**src/rtl/uart_rx_fifo.sv**
```systemverilog
// Byte FIFO behind the UART receiver: FWFT valid/ready output,
// fill level, and sticky overflow / frame-error flags.
module uart_rx_fifo #(
    parameter int DATA_W = 8,
    parameter int DEPTH  = 16,
    parameter int ADDR_W = 4
) (
    input  logic              clk,
    input  logic              rst_n,
    input  logic [DATA_W-1:0] rx_data,
    input  logic              rx_done,
    input  logic              rx_err,
    output logic [DATA_W-1:0] m_data,
    output logic              m_valid,
    input  logic              m_ready,
    output logic [ADDR_W:0]   count,
    output logic              full,
    output logic              overflow,
    output logic              frame_err,
    input  logic              clr_flags
);

    logic [DATA_W-1:0] mem_q [DEPTH];
    logic [ADDR_W-1:0] wr_ptr_q, wr_ptr_d;
    logic [ADDR_W-1:0] rd_ptr_q, rd_ptr_d;
    logic [ADDR_W:0]   count_q, count_d;
    logic              ovf_q, ovf_d;
    logic              ferr_q, ferr_d;

    logic good, push, pop, drop;

    assign m_valid = (count_q != '0);
    assign full    = (count_q == (ADDR_W+1)'(DEPTH));
    assign count   = count_q;
    assign overflow  = ovf_q;
    assign frame_err = ferr_q;

    // Gated so the not-reset storage never leaks X onto m_data when empty.
    assign m_data = m_valid ? mem_q[rd_ptr_q] : '0;

    assign good = rx_done & ~rx_err;
    assign pop  = m_valid & m_ready;
    assign push = good & (~full | pop);
    assign drop = good & full & ~pop;

    always_comb begin
        wr_ptr_d = wr_ptr_q;
        rd_ptr_d = rd_ptr_q;
        count_d  = count_q;
        if (push) wr_ptr_d = wr_ptr_q + 1'b1;
        if (pop)  rd_ptr_d = rd_ptr_q + 1'b1;
        unique case ({push, pop})
            2'b10:   count_d = count_q + 1'b1;
            2'b01:   count_d = count_q - 1'b1;
            default: count_d = count_q;
        endcase
        ovf_d  = (ovf_q & ~clr_flags) | drop;
        ferr_d = (ferr_q & ~clr_flags) | (rx_done & rx_err);
    end

    always_ff @(posedge clk) begin
        if (push) mem_q[wr_ptr_q] <= rx_data;
    end

    always_ff @(posedge clk or negedge rst_n) begin
        if (!rst_n) begin
            wr_ptr_q <= '0;
            rd_ptr_q <= '0;
            count_q  <= '0;
            ovf_q    <= 1'b0;
            ferr_q   <= 1'b0;
        end else begin
            wr_ptr_q <= wr_ptr_d;
            rd_ptr_q <= rd_ptr_d;
            count_q  <= count_d;
            ovf_q    <= ovf_d;
            ferr_q   <= ferr_d;
        end
    end

endmodule
```
**config.mk**
```make
export PLATFORM = sky130hd
export DESIGN_NAME = uart_rx_fifo
export DESIGN_NICKNAME = d
export VERILOG_FILES = /design/src/rtl/uart_rx_fifo.sv
export SDC_FILE = /design/constraint.sdc
export NUM_CORES = 1
export LEC_CHECK = 0
export CAP_MARGIN = 10
export CORE_MARGIN = 5
export CORE_UTILIZATION = 40
export CTS_BUF_LIST = sky130_fd_sc_hd__clkbuf_8 sky130_fd_sc_hd__clkbuf_16
export DETAILED_ROUTE_END_ITERATION = 6
export MAX_ROUTING_LAYER = met4
export PLACE_DENSITY = 0.62
export SLEW_MARGIN = 5
export SYNTH_ARGS = -nofsm -noshare
export SYNTH_HDL_FRONTEND = slang
export SYNTH_SLANG_ARGS = --single-unit
export TNS_END_PERCENT = 30
```
**constraint.sdc**
```tcl
create_clock -name clk -period 5.6 [get_ports clk]
set_clock_uncertainty 0.2 [all_clocks]
set_input_delay 1.68 -clock clk [delete_from_list [all_inputs] [get_ports clk]]
set_output_delay 1.68 -clock clk [all_outputs]
set_load 0.01 [all_outputs]
```
# After elaboration in Yosys (flattened, before gate mapping)
# Memories as Yosys holds them, arrays and structs flattened.
# Index checks and enable logic that the tools add are counted.
classes:
  n_reduce_logical: 2
  mux: 4
  bitwise: 15
  eq_ne: 3
  n_addsub: 4
ops:
  columns: ["operator", "count"]
  rows:
  - ["5-bit one-hot mux with 2 select lines", 1]
  - ["4-bit by 1-bit adder with 4-bit output (second input constant)", 2]
  - ["1-bit bitwise AND", 8]
  - ["8-bit two-way mux", 1]
  - ["5-bit by 1-bit adder with 5-bit output (second input constant)", 1]
  - ["5-bit equality test (second input constant)", 1]
  - ["5-bit nonzero test", 1]
  - ["5-bit by 1-bit subtractor with 5-bit output (second input constant)", 1]
  - ["1-bit inverter", 4]
  - ["1-bit bitwise OR", 3]
  - ["2-bit by 1-bit equality test with 1-bit output (second input constant)", 1]
  - ["2-bit equality test (second input constant)", 1]
  - ["1-bit two-way mux", 2]
  - ["2-bit nonzero test", 1]
word_totals:
  ramBits: 128
  wordCells: 34
  n_memories: 1
  register_bits: 15
  input_bits: 14
  output_inout_bits: 17
memory_table:
  columns: ["name", "depth", "word_bits", "read_ports", "rd_ports_with_merged_regs", "write_ports", "line_no", "source"]
  rows:
  - ["mem_q", 16, 8, 1, 0, 1, "23", "logic [DATA_W-1:0] mem_q [DEPTH];"]

# Depth between registers and ports, before layout
# Gate-level depths: netlist of the first run.
logic_depth:
  word_depth: 6
  ltp_mapped: 9
  mapped_depth_nobuf: 8

# Worst setup path before layout of the first run
# OpenSTA, ideal clock, no wires.
synth_path:
  path_type: "in2reg"
  start: "input port rx_done"
  end: "register count_q[4], in the netlist count[4]"
  t_required_ns: 5.267
  setup_ns: 0.133
  path_buffers: 0
  setup_slack_ns: 1.800
  arrival_time_ns: 3.467
  stages: 8
  cell_sequence: "nor2b_1 -> a211oi_2 -> xor2_1 -> ha_1 -> o31a_2 -> or4_1 -> a32oi_1 -> o21ai_0"
synth_via:
  elab_chain_cells: 4
  word_cells_on_any_way: 6
  cone_classes: "eq/ne: 2; mux: 1; bitwise: 2; reduce/logical: 1"
synth_lines:
  columns: ["item", "line_no", "source"]
  rows:
  - ["start, declared", "11", "input logic rx_done,"]
  - ["1-bit bitwise AND *", "41", "assign good = rx_done & ~rx_err;"]
  - ["1-bit bitwise AND *", "43", "assign push = good & (~full | pop);"]
  - ["2-bit by 1-bit equality test with 1-bit output or 2-bit equality test (tied branches)", "52", "unique case ({push, pop})"]
  - ["5-bit one-hot mux with 2 select lines or 2-bit nonzero test (tied branches)", null, null]
  - ["end signal, assigned", "75", "count_q <= count_d;"]
  - ["end, declared", "26", "logic [ADDR_W:0] count_q, count_d;"]
# Mark *: on every way between the ends. The rest lies on a longest branch, timed or not.
# A chain may end at the register's enable or synchronous reset.

# Final worst setup path of the first run
layout_path:
  start: "register count_q[1], in the netlist count[1]"
  end: "output port m_data[1]"
layout_via:
  elab_chain_cells: 2
layout_lines:
  columns: ["item", "line_no", "source"]
  rows:
  - ["5-bit nonzero test", "32", "assign m_valid = (count_q != '0);"]
  - ["8-bit two-way mux", "39", "assign m_data = m_valid ? mem_q[rd_ptr_q] : '0;"]
  - ["end, declared", "13", "output logic [DATA_W-1:0] m_data,"]
# Every way passes these cells.

==> results of run 1 <==
[cells by family after synthesis]
logic type               synth area share
adder cells (fa/ha/maj)            0.0150
XOR/XNOR                           0.0135
multiplexers                        0.157
flip-flops                          0.724
buffers and inverters              0.0165
AO/OA/AOI/OAI                      0.0324
AND/OR/NAND/NOR                    0.0406
[worst register-to-register path, cell delays in order (launching register included)]
cell	delay [ps]
dfrtp_1	500
nor4_4	550
a211oi_2	200
xor2_1	180
ha_1	250
o31a_2	290
or4_1	430
a32oi_1	200
o21ai_0	90
[per-layer routing]
| metal | GRT usage | wire length (um) | up-vias | part of all wire |
|---|---|---|---|---|
| li1 | - | - | 1289 | - |
| met1 | 0.200 | 5050 | 1445 | 0.44 |
| met2 | 0.222 | 5580 | 74 | 0.49 |
| met3 | 0.0476 | 714 | 12 | 0.062 |
| met4 | 0.0520 | 152 | 0 | 0.013 |
| met5 | - | 0 | - | 0 |
[cell usage after synthesis (all sizes together)]
library cell / instances
edfxtp: 128
mux4: 32
mux2i: 17
dfrtp: 15
and2: 13
inv: 9
buf: 8
o22ai: 8
ha: 7
nor2: 6
xnor2: 6
clkbuf: 5
nand2: 5
a31oi: 3
nand3: 3
nand4: 3
xor2: 3
a211oi: 2
a32oi: 2
and3b: 2
mux2: 2
nand2b: 2
o21ai: 2
a21o: 1
a21oi: 1
a22o: 1
a31o: 1
a32o: 1
nor2b: 1
nor3b: 1
nor4: 1
o211ai: 1
o21a: 1
o31a: 1
or3: 1
or4: 1
[power breakdown]
group / internal [uW] / total [uW] / switching [uW]
Sequential: 1260 / 1390 / 125
Combinational: 542 / 1010 / 467
Clock: 644 / 1050 / 407
[final timing paths]
kind	from	end	slack (ps)	depth (start not counted)
setup / recovery	count[1]	m_data[1]	930	5
hold / removal	frame_err	frame_err	310	1
max in group asynchronous	rst_n	rd_ptr_q[0]	3180	1
hold reg to reg	frame_err	frame_err	310	1
setup reg to reg	count[1]	count[4]	2600	8
min in group asynchronous	rst_n	count[3]	1510	1
[cell type report]
type                       count  area (um2)  share of cell area
timing repair buffer          38         360              0.0522
clock buffer                  17         425              0.0616
inverter                       9        33.8             0.00489
tap                          184         230              0.0333
multi-input combinational    131        1510               0.218
sequential                   143        4220               0.611
clock inverter                14         129              0.0187
[registers in the layout, indices dropped and copies added (netlist names)]
| signal | count |
|---|---|
| count | 5 |
| overflow | 1 |
| frame_err | 1 |
| rd_ptr_q | 4 |
| mem_q | 128 |
| wr_ptr_q | 4 |
[stage by stage]
stage	worst slack (ps)	std cells	instance area, um2	total power, uW	hold WS (ps)
after CTS	848	536	6910	3490	311
after global placement	1200	505	6350	2430	299
after global routing	698	536	6910	3630	332
after floorplan	1800	296	5820	2070	278
after detailed placement	1130	505	6350	2440	301
final	926	536	6910	3450	312
[placed cells by master, fill, tap and decap left out, types with 2 or more instances in the layout]
cell | synthesis | final
buf_4 | 0 | 8
clkinv_4 | 0 | 2
o22ai_1 | 8 | 8
clkbuf_16 | 0 | 17
clkdlybuf4s50_1 | 0 | 30
mux4_2 | 32 | 32
and2_1 | 12 | 12
xnor2_1 | 6 | 6
bufinv_16 | 0 | 2
dfrtp_1 | 15 | 14
a32oi_1 | 2 | 2
nand2b_1 | 2 | 2
xor2_1 | 3 | 3
nand3_1 | 3 | 3
nor2_1 | 6 | 6
clkinv_2 | 0 | 4
o21ai_0 | 2 | 2
nand4_1 | 3 | 3
ha_1 | 7 | 7
a31oi_1 | 2 | 2
nand2_1 | 5 | 5
inv_1 | 9 | 12
and3b_1 | 2 | 2
edfxtp_1 | 128 | 128
mux2i_1 | 17 | 17
==> key figures, run 1 <==
Outcome
  • Outcome: complete, no violations

Clock network
  • Clk_lat worst skew: 410 ps
  • Post-cts hold buffer count: 0
  • # Post-CTS Setup Buffers: 0
  • Post-CTS Resized: 0
  • Clk root buf: clkbuf_16
  • Num CTS Buffers: 17
  • CTS tree: yes
  • Clk buf depth: 2
  • Clock Pin Slew Worst Setup and Hold Paths: 50 ps
  • Clock sink count: 143
  • Htree depth: 4

Power and ir drop
  • Power per standard cell area: around 500 mW/mm2
  • Leak Pwr: 0.00233 uW
  • VDD IR-drop max: 0.000267 V

Global routing
  • Largest net degree at the start of global routing: 36
  • Total GRT Usage: 0.151
  • First-pass GRT wire length: 17.5 mm
  • Initial antenna violation count: 0
  • Number of global-route vias before repair: 2954
  • Total grt overflow: 0

Worst setup path
  • CP Class: reg -> out
  • Critical-path maximum fanout: 8
  • Sum of buffers and inverters on the critical path: 1
  • Critical path arrival: 2790 ps
  • CP delay by family, top: simple AND/OR/NAND/NOR gates
  • Crit start category: flop
  • Slowest Stage Delay on Critical Path: 550 ps
  • Element type at the critical path end: output port
  • CP max-delay cell: nor4_4
  • CP Data Required Time: 3720 ps
  • Worst path cell trace: nor4_4, nand2_1, nand2b_1, o22ai_1, clkdlybuf4s50_1

Floorplanning
  • Die ar.: roughly 0.017 mm2
  • Die X: 131 um
  • Core Footprint: ~0.014 mm2
  • Core Rows: 44
  • Ports: 31
  • DIE HEIGHT: 131 um
  • Initial Utilization: 0.404

STA
  • Final Hold Viols: 0
  • Actual slew at the worst max-slew pin: 738 ps
  • Final Max Tran Viols: 0
  • Finish-stage setup viols: 0
  • Slew HR: 0.506
  • Min Tclk post-route: 4670 ps
  • Fmax achieved: 214 MHz
  • Final Cycle Share: 0.835
  • RSZ-0062 raised after global routing: no
  • Setup TNS: 0 ps

Yosys
  • Mean post-synth cell area: between 15 and 20 um2
  • Top post-synthesis cells by area: edfxtp_1 (66%), mux4_2 (12%), dfrtp_1 (6.4%)
  • Count of different cell masters after synthesis: 42
  • Mapped Cells: 296
  • Synthesis Warnings: 0
  • Proportion of netlist area held by the largest area contributor: 0.660
  • Area leader, netlist: edfxtp_1
  • Yosys reg bits: 143
  • Post-Synthesis Cell Area: ~0.0058 mm2
  • Syn_nets: 317
  • Register area share after synthesis: 0.724

Final layout
  • Layout area overhead: 18.6%
  • Nets: roughly 360
  • Share of cells above drive strength 1: 0.219
  • Fillers: 1204
  • Final Util: 0.479
  • Antenna diodes: 0

Place
  • Gpl congestion: 0.770
  • HPWL after detailed placement: 7.12 mm
  • Port bufs: 30

Job
  • Max Cap Viol: 0

Drt
  • Routed Antenna Nets: 0
  • Vias/cell: 5.26
  • WL/cell: 21.4 um
  • DRT iter0 DRCs: 201
  • DRT Pass-1 Iters: 6
  • Via Count: 2820
  • Total Wirelength: 11.5 mm
  • # DRC: 0

Hold path
  • Hold Crit Class: reg -> reg
(Power assumes the default switching activity.)
==> run 2: changes to the inputs <==
- clock period: 5.6 -> 4.7 ns (I/O delays scaled with it)
==> key figures, run 2 (same netlist as run 1, synthesis figures left out) <==
Outcome
  • Outcome: complete, no violations

Worst setup path
  • R2r setup slk: 1670 ps
  • Element type at the critical path end: output port
  • Crit start category: flop
  • Worst r2r src: count[1]
  • CP Class: reg -> out
  • Worst Setup SP: count[1]
  • Critical-path maximum fanout: 8
  • Critical path arrival: 2750 ps
  • CP Data Required Time: 3090 ps
  • Worst Reg-to-Reg Cells: 8
  • R2r endpoint: count[4]

Floorplanning
  • Die X: approximately 130 um
  • Die ar.: ~0.017 mm2
  • Core Rows: 44
  • Core Footprint: 0.0144 mm2
  • Initial Utilization: 0.404
  • Ports: 31
  • DIE HEIGHT: 131 um

Clock network
  • Clock Pin Slew Worst Setup and Hold Paths: 60 ps
  • Num CTS Buffers: 17
  • Clock sink count: 143
  • Htree depth: 4
  • Post-CTS Resized: 0
  • Clk root buf: clkbuf_16
  • Clk_lat worst skew: between 400 and 500 ps
  • Post-cts hold buffer count: 0
  • Clk buf depth: 2
  • CTS tree: yes
  • # Post-CTS Setup Buffers: 0

STA
  • Fmax achieved: 229 MHz
  • Setup TNS: 0 ps
  • Final Cycle Share: 0.928
  • Finish-stage setup viols: 0
  • Final Max Tran Viols: 0
  • Min Tclk post-route: 4360 ps
  • RSZ-0062 raised after global routing: no
  • Actual slew at the worst max-slew pin: 702 ps
  • Slew HR: 0.532
  • Final Hold Viols: 0

Power and ir drop
  • Power Total: 4050 uW
  • Leak Pwr: 0.00232 uW
  • Power per standard cell area: 589 mW/mm2
  • VDD IR-drop max: 0.000275 V

Drt
  • M1 wire length: 4.89 mm
  • WL met3: 658 um
  • Wire length on met2: a little under 6 mm
  • Total Wirelength: around 12 mm
  • # DRC: 0
  • Routed Antenna Nets: 0
  • DRT iter0 DRCs: roughly 190
  • Vias/cell: 5.38
  • WL/cell: 21.7 um
  • Via Count: 2877
  • Top routing layer used: met4
  • DRT Pass-1 Iters: 4

Hold path
  • Hold Crit Class: reg -> reg
  • WHS Endpoint: rd_ptr_q[3]
  • Hold Startpoint: rd_ptr_q[3]
  • Hold depth: 1

Place
  • Gpl congestion: about 0.8
  • Port bufs: 30
  • DP Area: 0.00637 mm2
  • HPWL after detailed placement: 7.00 mm

Final layout
  • Share of cells above drive strength 1: 0.211
  • Max FFs per register: around 130
  • Fin area: 0.00688 mm2
  • Most common cell after layout, fill and taps aside: edfxtp_1
  • Biggest register: mem_q
  • Layout area overhead: 18.1%
  • Nets: 361
  • Fillers: 1212
  • Antenna diodes: 0
  • Commonest cells after routing, fill and taps aside: edfxtp_1 (128), mux4_2 (32), clkdlybuf4s50_1 (30), mux2i_1 (17), clkbuf_16 (17)

Job
  • Max Cap Viol: 0

Global routing
  • Initial antenna violation count: 0
  • Largest net degree at the start of global routing: 33
  • Total grt overflow: 0
  • First-pass GRT wire length: 18.0 mm
  • Total GRT Usage: 0.153
  • Number of global-route vias before repair: 3130
-- run 2: changes by cell type in the layout (fill, tap and decap cells not counted), sizes merged --
cell      delta
clkinvlp     +1
clkinv       -2
inv          +1
bufinv       -1
-- run 2: worst max-delay path by stage --
stage               depth (start not counted)         to  slack [ps]
global route                                5  m_data[4]         170
floorplan                                   8   count[4]        1170
detailed placement                          9   count[4]         500
global placement                            9   count[4]         580
CTS                                         5  m_data[5]         320
finish                                      5  m_data[5]         340
-- run 2: final cells by class --
type,instances,area (um2),share of cell area
Clock buffer,17,425,0.0618
Clock inverter,13,87.6,0.0127
Inverter,9,33.8,0.00491
Multi-Input combinational cell,131,1510,0.219
Sequential cell,143,4220,0.613
Tap cell,184,230,0.0335
Timing Repair Buffer,38,373,0.0542
-- run 2: layer usage --
metal  vias to the layer above  GRT usage
met2                        88      0.246
met4                         0     0.0599
met1                      1486      0.185
met5                         -          -
met3                        16     0.0439
li1                       1287          -
-- run 2: power breakdown --
group          internal, uW  switching, uW  leakage, uW
Combinational           659            607     0.000720
Clock                   703            469     0.000268
Sequential             1510            107      0.00133
-- run 2: stage by stage --
| step | std cells | setup slack [ps] | util | hold WS, ps |
|---|---|---|---|---|
| global route | 535 | 172 | 0.477 | 324 |
| detailed placement | 505 | 504 | 0.441 | 282 |
| CTS | 535 | 324 | 0.477 | 291 |
| finish | 535 | 337 | 0.477 | 279 |
| floorplan | 296 | 1170 | - | 278 |
| global placement | 505 | 575 | 0.441 | 268 |
-- run 2: worst max-delay path, stage by stage (launching register included) --
cell	delay [ps]
dfrtp_1	500
nor4_4	550
nand2_1	190
nand2b_1	390
o22ai_1	190
clkdlybuf4s50_1	520
